`config.mk`:
```
export PLATFORM = sky130hd
export DESIGN_NAME = regadder_arbiter_flat
export DESIGN_NICKNAME = d
export VERILOG_FILES = /design/src/rtl/regadder_arbiter_if.sv /design/src/rtl/regadder_arbiter.sv /design/src/flat_wrapper.sv
export SDC_FILE = /design/constraint.sdc
export NUM_CORES = 1
export LEC_CHECK = 0
export CAP_MARGIN = 20
export CORE_MARGIN = 5
export CORE_UTILIZATION = 37
export DETAILED_ROUTE_END_ITERATION = 8
export PLACE_DENSITY = 0.79
export REMOVE_ABC_BUFFERS = 1
export SLEW_MARGIN = 20
export SYNTH_ARGS = -nofsm -noshare
export SYNTH_HDL_FRONTEND = slang
export SYNTH_SLANG_ARGS = --single-unit
```
`constraint.sdc`:
```
create_clock -name clk -period 4 [get_ports clk]
set_input_delay 1 -clock clk [delete_from_list [all_inputs] [get_ports clk]]
set_output_delay 1 -clock clk [all_outputs]
set_load 0.005 [all_outputs]
```
`src/rtl/regadder_arbiter_if.sv`:
```
// Requester handshake and register-file bus shared by the arbiter and its environment.
// The arbiter connects through the slave modport; requesters plus the register file
// and adder connect through the master modport.
interface regadder_arbiter_if #(
  parameter int DATA_WIDTH    = 32,
  parameter int REG_NUM_WIDTH = 5
);
  // Requester 0
  logic                     req0Valid;
  logic [REG_NUM_WIDTH-1:0] req0SrcA;
  logic [REG_NUM_WIDTH-1:0] req0SrcB;
  logic [REG_NUM_WIDTH-1:0] req0Dst;
  logic                     req0Ready;
  logic                     req0Done;

  // Requester 1
  logic                     req1Valid;
  logic [REG_NUM_WIDTH-1:0] req1SrcA;
  logic [REG_NUM_WIDTH-1:0] req1SrcB;
  logic [REG_NUM_WIDTH-1:0] req1Dst;
  logic                     req1Ready;
  logic                     req1Done;

  // Write-back value reported to requesters
  logic [DATA_WIDTH-1:0]    result;

  // Register file read ports and adder output
  logic [REG_NUM_WIDTH-1:0] rdNumA;
  logic [REG_NUM_WIDTH-1:0] rdNumB;
  logic [DATA_WIDTH-1:0]    sumIn;

  // Register file write port
  logic [DATA_WIDTH-1:0]    wrData;
  logic [REG_NUM_WIDTH-1:0] wrNum;
  logic                     wrEnable;

  modport slave (
    input  req0Valid, req0SrcA, req0SrcB, req0Dst,
    input  req1Valid, req1SrcA, req1SrcB, req1Dst,
    input  sumIn,
    output req0Ready, req0Done, req1Ready, req1Done,
    output result, rdNumA, rdNumB, wrData, wrNum, wrEnable
  );

  modport master (
    output req0Valid, req0SrcA, req0SrcB, req0Dst,
    output req1Valid, req1SrcA, req1SrcB, req1Dst,
    output sumIn,
    input  req0Ready, req0Done, req1Ready, req1Done,
    input  result, rdNumA, rdNumB, wrData, wrNum, wrEnable
  );
endinterface

```
`src/rtl/regadder_arbiter.sv`:
```
// Two-requester round-robin arbiter and write-back sequencer for the register-file
// plus adder datapath. One op issues per cycle; its sum is held in a one-entry
// write-back register and written to the register file on the following cycle.
// A candidate whose sources match the pending write-back destination is stalled
// for one cycle so requesters never observe a read-after-write hazard.
module regadder_arbiter #(
  parameter int DATA_WIDTH    = 32,
  parameter int REG_NUM_WIDTH = 5
) (
  input logic               clk,
  input logic               rst,
  regadder_arbiter_if.slave bus
);

  // Write-back register and round-robin pointer
  logic                     r_wb_valid;
  logic [REG_NUM_WIDTH-1:0] r_wb_num;
  logic [DATA_WIDTH-1:0]    r_wb_data;
  logic                     r_wb_owner;
  logic                     r_last_grant;

  // Candidate selection and issue decision
  logic                     w_cand_valid;
  logic                     w_cand;
  logic [REG_NUM_WIDTH-1:0] w_src_a;
  logic [REG_NUM_WIDTH-1:0] w_src_b;
  logic [REG_NUM_WIDTH-1:0] w_dst;
  logic                     w_hazard;
  logic                     w_issue;

  // Pick the candidate: a lone requester wins; on a tie the one not granted last wins.
  always_comb begin
    w_cand_valid = bus.req0Valid | bus.req1Valid;
    w_cand       = 1'b0;
    if (bus.req0Valid && bus.req1Valid) begin
      w_cand = ~r_last_grant;
    end else if (bus.req1Valid) begin
      w_cand = 1'b1;
    end
  end

  // Route the candidate's operand and destination register numbers.
  always_comb begin
    w_src_a = bus.req0SrcA;
    w_src_b = bus.req0SrcB;
    w_dst   = bus.req0Dst;
    if (w_cand) begin
      w_src_a = bus.req1SrcA;
      w_src_b = bus.req1SrcB;
      w_dst   = bus.req1Dst;
    end
  end

  // A source matching the pending write would read a stale value, so hold the
  // candidate until the write has landed. The issue is also blocked while reset
  // is asserted so that every output reads zero during reset.
  assign w_hazard = r_wb_valid && ((w_src_a == r_wb_num) || (w_src_b == r_wb_num));
  assign w_issue  = rst && w_cand_valid && !w_hazard;

  // Issue-side outputs: only the granted requester sees Ready; idle read ports park at 0.
  assign bus.req0Ready = w_issue && (w_cand == 1'b0);
  assign bus.req1Ready = w_issue && (w_cand == 1'b1);
  assign bus.rdNumA    = w_issue ? w_src_a : '0;
  assign bus.rdNumB    = w_issue ? w_src_b : '0;

  // Write-back outputs come straight from the write-back register.
  assign bus.wrEnable  = r_wb_valid;
  assign bus.wrNum     = r_wb_num;
  assign bus.wrData    = r_wb_data;
  assign bus.result    = r_wb_data;
  assign bus.req0Done  = r_wb_valid && (r_wb_owner == 1'b0);
  assign bus.req1Done  = r_wb_valid && (r_wb_owner == 1'b1);

  // Capture the issued op's sum for write-back next cycle; otherwise retire the entry.
  always_ff @(posedge clk or negedge rst) begin
    if (!rst) begin
      r_wb_valid   <= 1'b0;
      r_wb_num     <= '0;
      r_wb_data    <= '0;
      r_wb_owner   <= 1'b0;
      r_last_grant <= 1'b1;
    end else if (w_issue) begin
      r_wb_valid   <= 1'b1;
      r_wb_num     <= w_dst;
      r_wb_data    <= bus.sumIn;
      r_wb_owner   <= w_cand;
      r_last_grant <= w_cand;
    end else begin
      r_wb_valid   <= 1'b0;
    end
  end

endmodule

```
`src/flat_wrapper.sv`:
```
// flat-port wrapper written by rule: the top's interface ports become plain ports
module regadder_arbiter_flat 
#(
  parameter int DATA_WIDTH    = 32,
  parameter int REG_NUM_WIDTH = 5
)
  (clk, rst, bus_req0Valid, bus_req0SrcA, bus_req0SrcB, bus_req0Dst, bus_req1Valid, bus_req1SrcA, bus_req1SrcB, bus_req1Dst, bus_sumIn, bus_req0Ready, bus_req0Done, bus_req1Ready, bus_req1Done, bus_result, bus_rdNumA, bus_rdNumB, bus_wrData, bus_wrNum, bus_wrEnable);
  regadder_arbiter_if #(.DATA_WIDTH(DATA_WIDTH), .REG_NUM_WIDTH(REG_NUM_WIDTH)) bus_i ();
  input logic clk;
  input logic rst;
  input wire logic [$bits(bus_i.req0Valid)-1:0] bus_req0Valid;
  input wire logic [$bits(bus_i.req0SrcA)-1:0] bus_req0SrcA;
  input wire logic [$bits(bus_i.req0SrcB)-1:0] bus_req0SrcB;
  input wire logic [$bits(bus_i.req0Dst)-1:0] bus_req0Dst;
  input wire logic [$bits(bus_i.req1Valid)-1:0] bus_req1Valid;
  input wire logic [$bits(bus_i.req1SrcA)-1:0] bus_req1SrcA;
  input wire logic [$bits(bus_i.req1SrcB)-1:0] bus_req1SrcB;
  input wire logic [$bits(bus_i.req1Dst)-1:0] bus_req1Dst;
  input wire logic [$bits(bus_i.sumIn)-1:0] bus_sumIn;
  output wire logic [$bits(bus_i.req0Ready)-1:0] bus_req0Ready;
  output wire logic [$bits(bus_i.req0Done)-1:0] bus_req0Done;
  output wire logic [$bits(bus_i.req1Ready)-1:0] bus_req1Ready;
  output wire logic [$bits(bus_i.req1Done)-1:0] bus_req1Done;
  output wire logic [$bits(bus_i.result)-1:0] bus_result;
  output wire logic [$bits(bus_i.rdNumA)-1:0] bus_rdNumA;
  output wire logic [$bits(bus_i.rdNumB)-1:0] bus_rdNumB;
  output wire logic [$bits(bus_i.wrData)-1:0] bus_wrData;
  output wire logic [$bits(bus_i.wrNum)-1:0] bus_wrNum;
  output wire logic [$bits(bus_i.wrEnable)-1:0] bus_wrEnable;
  assign bus_i.req0Valid = bus_req0Valid;
  assign bus_i.req0SrcA = bus_req0SrcA;
  assign bus_i.req0SrcB = bus_req0SrcB;
  assign bus_i.req0Dst = bus_req0Dst;
  assign bus_i.req1Valid = bus_req1Valid;
  assign bus_i.req1SrcA = bus_req1SrcA;
  assign bus_i.req1SrcB = bus_req1SrcB;
  assign bus_i.req1Dst = bus_req1Dst;
  assign bus_i.sumIn = bus_sumIn;
  assign bus_req0Ready = bus_i.req0Ready;
  assign bus_req0Done = bus_i.req0Done;
  assign bus_req1Ready = bus_i.req1Ready;
  assign bus_req1Done = bus_i.req1Done;
  assign bus_result = bus_i.result;
  assign bus_rdNumA = bus_i.rdNumA;
  assign bus_rdNumB = bus_i.rdNumB;
  assign bus_wrData = bus_i.wrData;
  assign bus_wrNum = bus_i.wrNum;
  assign bus_wrEnable = bus_i.wrEnable;
  regadder_arbiter #(.DATA_WIDTH(DATA_WIDTH), .REG_NUM_WIDTH(REG_NUM_WIDTH)) u_core (.clk(clk), .rst(rst), .bus(bus_i));
endmodule
```
* Word-level counts from Yosys, hierarchy flattened
Index checks and enable logic that the tools add are counted.
** Word-level totals
- Register bits :: 40
- Latch bits :: 0
- Bits in writable memories :: 0
- ROM bits :: 0
- Input port bits :: 66
- Output and inout bits :: 84
- Word-level logic and storage cells :: 29
- Memories kept :: 0
** Cells by class
- $add $sub $neg :: 0
- $mul :: 0
- Divide/modulo/power cells :: 0
- Magnitude comparators :: 0
- Equal/unequal tests :: 2
- Shift-type cells :: 0
- Muxes and demuxes :: 8
- Bitwise logic cells :: 4
- Reductions and logical operators :: 10
** Operators by type and width (count)
- $mux 5 :: 5
- $eq 5x5->1 :: 2
- $logic_and 1x1->1 :: 8
- $mux 1 :: 3
- $not 1->1 :: 3
- $logic_not 1->1 :: 1
- $logic_or 1x1->1 :: 1
- $or 1x1->1 :: 1

* Longest topological paths before layout
- Depth in word-level cells :: 9
- Depth in mapped cells :: 8
- Mapped depth without buffers :: 6

* Least setup slack after synthesis
No wires, ideal clock.
- Path type :: input -> output
- Start point :: input bus_req1Valid
- End point :: output bus_rdNumA[1]
- Arrival time :: 2668 ps
- Required time :: 3000 ps
- Setup slack :: 332 ps
- Stages on the path :: 8
- Buffers on the path :: 2
- Cell sequence :: a21boi_4 buf_6 mux2i_1 xnor2_1 nor3_1 a221oi_4 buf_2 nor2b_1
** Between the ends
- Word-level cells in the longest chain between the ends :: 9
- Elaborated cells on any way between the ends :: 14
- Classes of those cells :: eq/ne: 2; mux: 5; bitwise: 1; reduce/logical: 6
** RTL lines
- start, declared :: line flat_wrapper.sv:15 : input wire logic [$bits(bus_i.req1Valid)-1:0] bus_req1Valid;
- $mux 1 / $logic_and 1x1->1 (equally long branches) :: line regadder_arbiter.sv:37, regadder_arbiter.sv:35
- $mux 1 :: line regadder_arbiter.sv:35 : if (bus.req0Valid && bus.req1Valid) begin
- $mux 5 :: line regadder_arbiter.sv:47 : if (w_cand) begin
- $eq 5x5->1 :: line regadder_arbiter.sv:57 : assign w_hazard = r_wb_valid && ((w_src_a == r_wb_num) || (w_src_b == r_wb_num));
- $logic_or 1x1->1 :: line regadder_arbiter.sv:57
- $logic_and 1x1->1 :: line regadder_arbiter.sv:57
- $logic_not 1->1 :: line regadder_arbiter.sv:58 : assign w_issue = rst && w_cand_valid && !w_hazard;
- $logic_and 1x1->1 (*) :: line regadder_arbiter.sv:58
- net u_core.w_issue :: line regadder_arbiter.sv:29 : logic w_issue;
- $mux 5 (*) :: line regadder_arbiter.sv:63 : assign bus.rdNumA = w_issue ? w_src_a : '0;
- end, declared :: line flat_wrapper.sv:25 : output wire logic [$bits(bus_i.rdNumA)-1:0] bus_rdNumA;
Mark *: on every way through the listed nets, which the timed path passes. The rest lies on a longest branch.

* Final worst setup path
- Start point :: input bus_req0Valid
- End point :: output bus_rdNumB[2]
** Between the ends
- Word-level cells in the longest chain between the ends :: 9
- Elaborated cells on any way between the ends :: 13
- Classes of those cells :: eq/ne: 2; mux: 4; bitwise: 1; reduce/logical: 6
** RTL lines
- start, declared :: line flat_wrapper.sv:11 : input wire logic [$bits(bus_i.req0Valid)-1:0] bus_req0Valid;
- $logic_and 1x1->1 :: line regadder_arbiter.sv:35
- $mux 1 :: line regadder_arbiter.sv:35
- $mux 5 :: line regadder_arbiter.sv:47
- $eq 5x5->1 :: line regadder_arbiter.sv:57
- $logic_or 1x1->1 :: line regadder_arbiter.sv:57
- $logic_and 1x1->1 :: line regadder_arbiter.sv:57
- $logic_not 1->1 :: line regadder_arbiter.sv:58
- $logic_and 1x1->1 :: line regadder_arbiter.sv:58
- $mux 5 (*) :: line regadder_arbiter.sv:64 : assign bus.rdNumB = w_issue ? w_src_b : '0;
- end, declared :: line flat_wrapper.sv:26 : output wire logic [$bits(bus_i.rdNumB)-1:0] bus_rdNumB;
Mark *: on every way between the ends. The rest lies on a longest branch, timed or not.

==> impl_metrics.toml <==
[run_status]
outcome = "complete, no violations"

[power]
power_leakage_nw = 1.848
share_clk_of_total_power = 0.181
switching_share = 0.2783
vdd_ir_drop_max_uv = 232.8
internal-power_mw = 1.116
sequentialPowerShare = 0.359
power_per_cell_area_nw_per_um2 = 368.2
net-switching-power_mw = 0.4302
power.combinational.fraction = 0.460

[floorplan]
fp.dieArea_sq_um = 8063
die_wd_microns = 89.80
start_util = 0.3753
coreArea_sq_um = 6277
boundaryPins = 150
placementRows = 29
die_h_microns = 89.80

[job]
cap_viol_max_count = 0

[timing]
clock-skew-final_ps = 5.938
finalHoldWorstSlack_ps = 541.2
clock.fmax_mhz = 255.1
setup_total_negative_slack_ps = 0
timing.final.setup_violations = 0
fin_crit_ps = 3921
final_min_period_over_clock_period = 0.9801
final-hold-violation-count = 0
tightestPinTransition_ps = 503.2
final_max_slew_viol_count = 0
worst_case_headroom_to_the_max_slew_limit = 0.6645

[place]
port_buffers = 149
place_hpwl_mm = 5.042
gp_routability_congestion = 0.7569
post_dp_cell_area_sq_um = 3794

[routing]
drt_pass1_iterations = 4
wl_per_cell_microns = 17.15
initialDrtViolationCount = 25
avgViaCountPerCell = 4.616
drt_drc_violations_left = 0
detail-route-antenna-nets = 0
totalWireLength_mm = 6.927
via_count = 1865

[cells_and_area]
final_layout_size_suffix_gt1_frac = 0.3823
final_nets = 392
layout-area-overhead-vs-synth_pct = 78.17
finalInstanceArea_sq_um = 4198
num_antenna_cells = 0

[clocking]
worstSkewPairLatency_ps = 280
tritoncts = "yes"
clk_pin_slew_worst_paths_ps = 70
post_cts_hold_buffer_count = 0
clock_path_buffers = 2
cts_root_buf = "sky130_fd_sc_hd__clkbuf_8"
cts-htree-levels = 2
cts.sink_count = 40
cts_inserted_buffers = 5

[worst_setup_path]
slowest_stage = "sky130_fd_sc_hd__a221oi_4"
cp.arrival_ps = 2920
worst-path-max-fanout = 8
timing.critical_path.required_ps = 3000
path_cells = "buf_2 -> a21boi_4 -> buf_12 -> buf_12 -> mux2i_4 -> xnor2_2 -> nor3_2 -> a221oi_4 -> buf_6 -> buf_6 -> nor2b_4 -> buf_2"
critical_path.startpoint_type = "input port"
timing.critical_path.to_type = "output pin"
worst-r2r-setup-slack_ps = 1160
timing.critical_path.slowest_cell_delay_ps = 350
path_class = "input port to output pin"

[synth]
synth.avg_cell_area_sq_um = 13.46
synth.ff_latch_count = 40
netlist_instances = 175
yosysUniqueCellTypes = 24
synth_warnings = 0
syn-cell-area_sq_um = 2356
ys_seq_area_frac = 0.4254

[global_route]
maximum_number_of_pins_on_one_net_before_global_route_repair = 41
grt_pass1_wl_mm = 11.32
antenna_violations_before_repair = 0
track_usage = 0.1724
grt_remaining_overflow = 0
vias_in_the_first_global_route = 2172

[min_path]
min_delay_path_class = "flip-flop to flip-flop"
cells in the final DEF (no fill, tap or decap), drive strengths merged:
cell type      netlist  final
clkdlybuf4s50        0    132
inv                  1      1
and2                 2      2
nor2                 3      3
dfstp                1      1
xnor2                8      8
nor4                 1      1
o211ai               1      1
and2b                2      2
a21boi               1      1
nand2b               2      2
clkdlybuf4s15        0      2
nor3                 2      2
mux2i               11     11
dfrtp               39     39
mux2                45     45
nand2                2      2
a221oi               1      1
o21ai                2      2
clkinvlp             0      1
clkbuf               1      7
dlymetal6s2s         0      2
buf                 38     47
nor2b               11     11
a21o                 1      1
what timing repair did:
item	in CTS	in global routing
gates resized for setup	81	16
setup buffers	15	2
setup endpoints to repair	12	12
pin swaps	3	4
gates cloned	0	0
cell families after synthesis:
family / share of synthesized area
DFF: 0.4254
xor gates and xnor gates: 0.02974
and+or+nand+nor: 0.06107
buffers and inverters: 0.1312
AOI/OAI and AO/OA: 0.03187
muxes: 0.3208
per-stage QoR:
| stage | utilization | total power [mW] | worst slack, ps | std cells |
|---|---|---|---|---|
| floorplan | - | 0.7760 | -1185 | 136 |
| global placement | 0.6043 | 1.176 | -611.4 | 380 |
| detailed placement | 0.6043 | 1.189 | -691.0 | 380 |
| CTS | 0.6560 | 1.538 | 18.66 | 402 |
| global route | 0.6687 | 1.633 | -9.245 | 404 |
| finish | 0.6687 | 1.546 | 79.46 | 404 |
flip-flops by register name, indices dropped and copies added (netlist names):
name,count
u_core.bus.result,32
u_core.bus.wrEnable,1
u_core.r_wb_owner,1
u_core.r_last_grant,1
u_core.bus.wrNum,5
worst max-delay path: cells and delay by family:
family          cells  cell delay, ps
buf+inv             6             780
compound gates      2             520
mux                 1             250
simple gates        2             210
xor+xnor            1             150
metal layers:
metal  track usage  vias to the layer above  part of all wire
li1              -                      858                 -
met1        0.2011                      903              0.38
met2        0.3098                       96              0.53
met3       0.05426                        8             0.077
met4       0.03275                        0             0.011
met5             0                        -                 0
final timing paths:
| path | cells past startpoint | startpoint | endpoint |
|---|---|---|---|
| min in group asynchronous | 2 | rst | u_core.bus.result[0] |
| hold / removal | 1 | u_core.bus.result[2] | u_core.bus.result[2] |
| setup / recovery | 12 | bus_req0Valid | bus_rdNumB[2] |
| max in group asynchronous | 2 | rst | u_core.bus.result[19] |
| hold reg to reg | 1 | u_core.bus.result[2] | u_core.bus.result[2] |
| setup reg to reg | 13 | u_core.r_last_grant | u_core.bus.result[24] |
final cells by class:
cell class / count / area [sq um]
repair buffers: 183 / 1745
fillers: 489 / 2079
inverters: 1 / 3.754
flip-flops and latches: 40 / 1002
multi-input cells: 95 / 1256
clock inverters: 1 / 7.507
clock buffers: 7 / 86.33
well taps: 77 / 96.34
power groups by stage:
| stage | clock network, mW | registers [mW] | logic (mW) |
|---|---|---|---|
| final | 0.279 | 0.555 | 0.712 |
| after global routing | 0.307 | 0.571 | 0.755 |
| after CTS | 0.287 | 0.556 | 0.696 |
| after detailed placement | 0 | 0.557 | 0.632 |
| after global placement | 0 | 0.554 | 0.623 |
| after floorplan | 0 | 0.560 | 0.216 |
synthesized netlist by cell type (all sizes together):
| cell | count | area [sq um] |
|---|---|---|
| a221oi | 1 | 26.28 |
| nor4 | 1 | 6.260 |
| a21o | 1 | 7.510 |
| inv | 1 | 3.750 |
| and2b | 2 | 15.01 |
| and2 | 2 | 12.51 |
| buf | 38 | 301.5 |
| nand2 | 2 | 7.510 |
| dfrtp | 39 | 975.9 |
| o211ai | 1 | 12.51 |
| xnor2 | 8 | 70.07 |
| nand2b | 2 | 12.51 |
| mux2 | 45 | 645.6 |
| dfstp | 1 | 26.28 |
| o21ai | 2 | 10.01 |
| nor2 | 3 | 11.26 |
| nor3 | 2 | 10.01 |
| nor2b | 11 | 68.82 |
| mux2i | 11 | 110.1 |
| clkbuf | 1 | 3.750 |
| a21boi | 1 | 18.77 |
(Power assumes the default switching activity.)
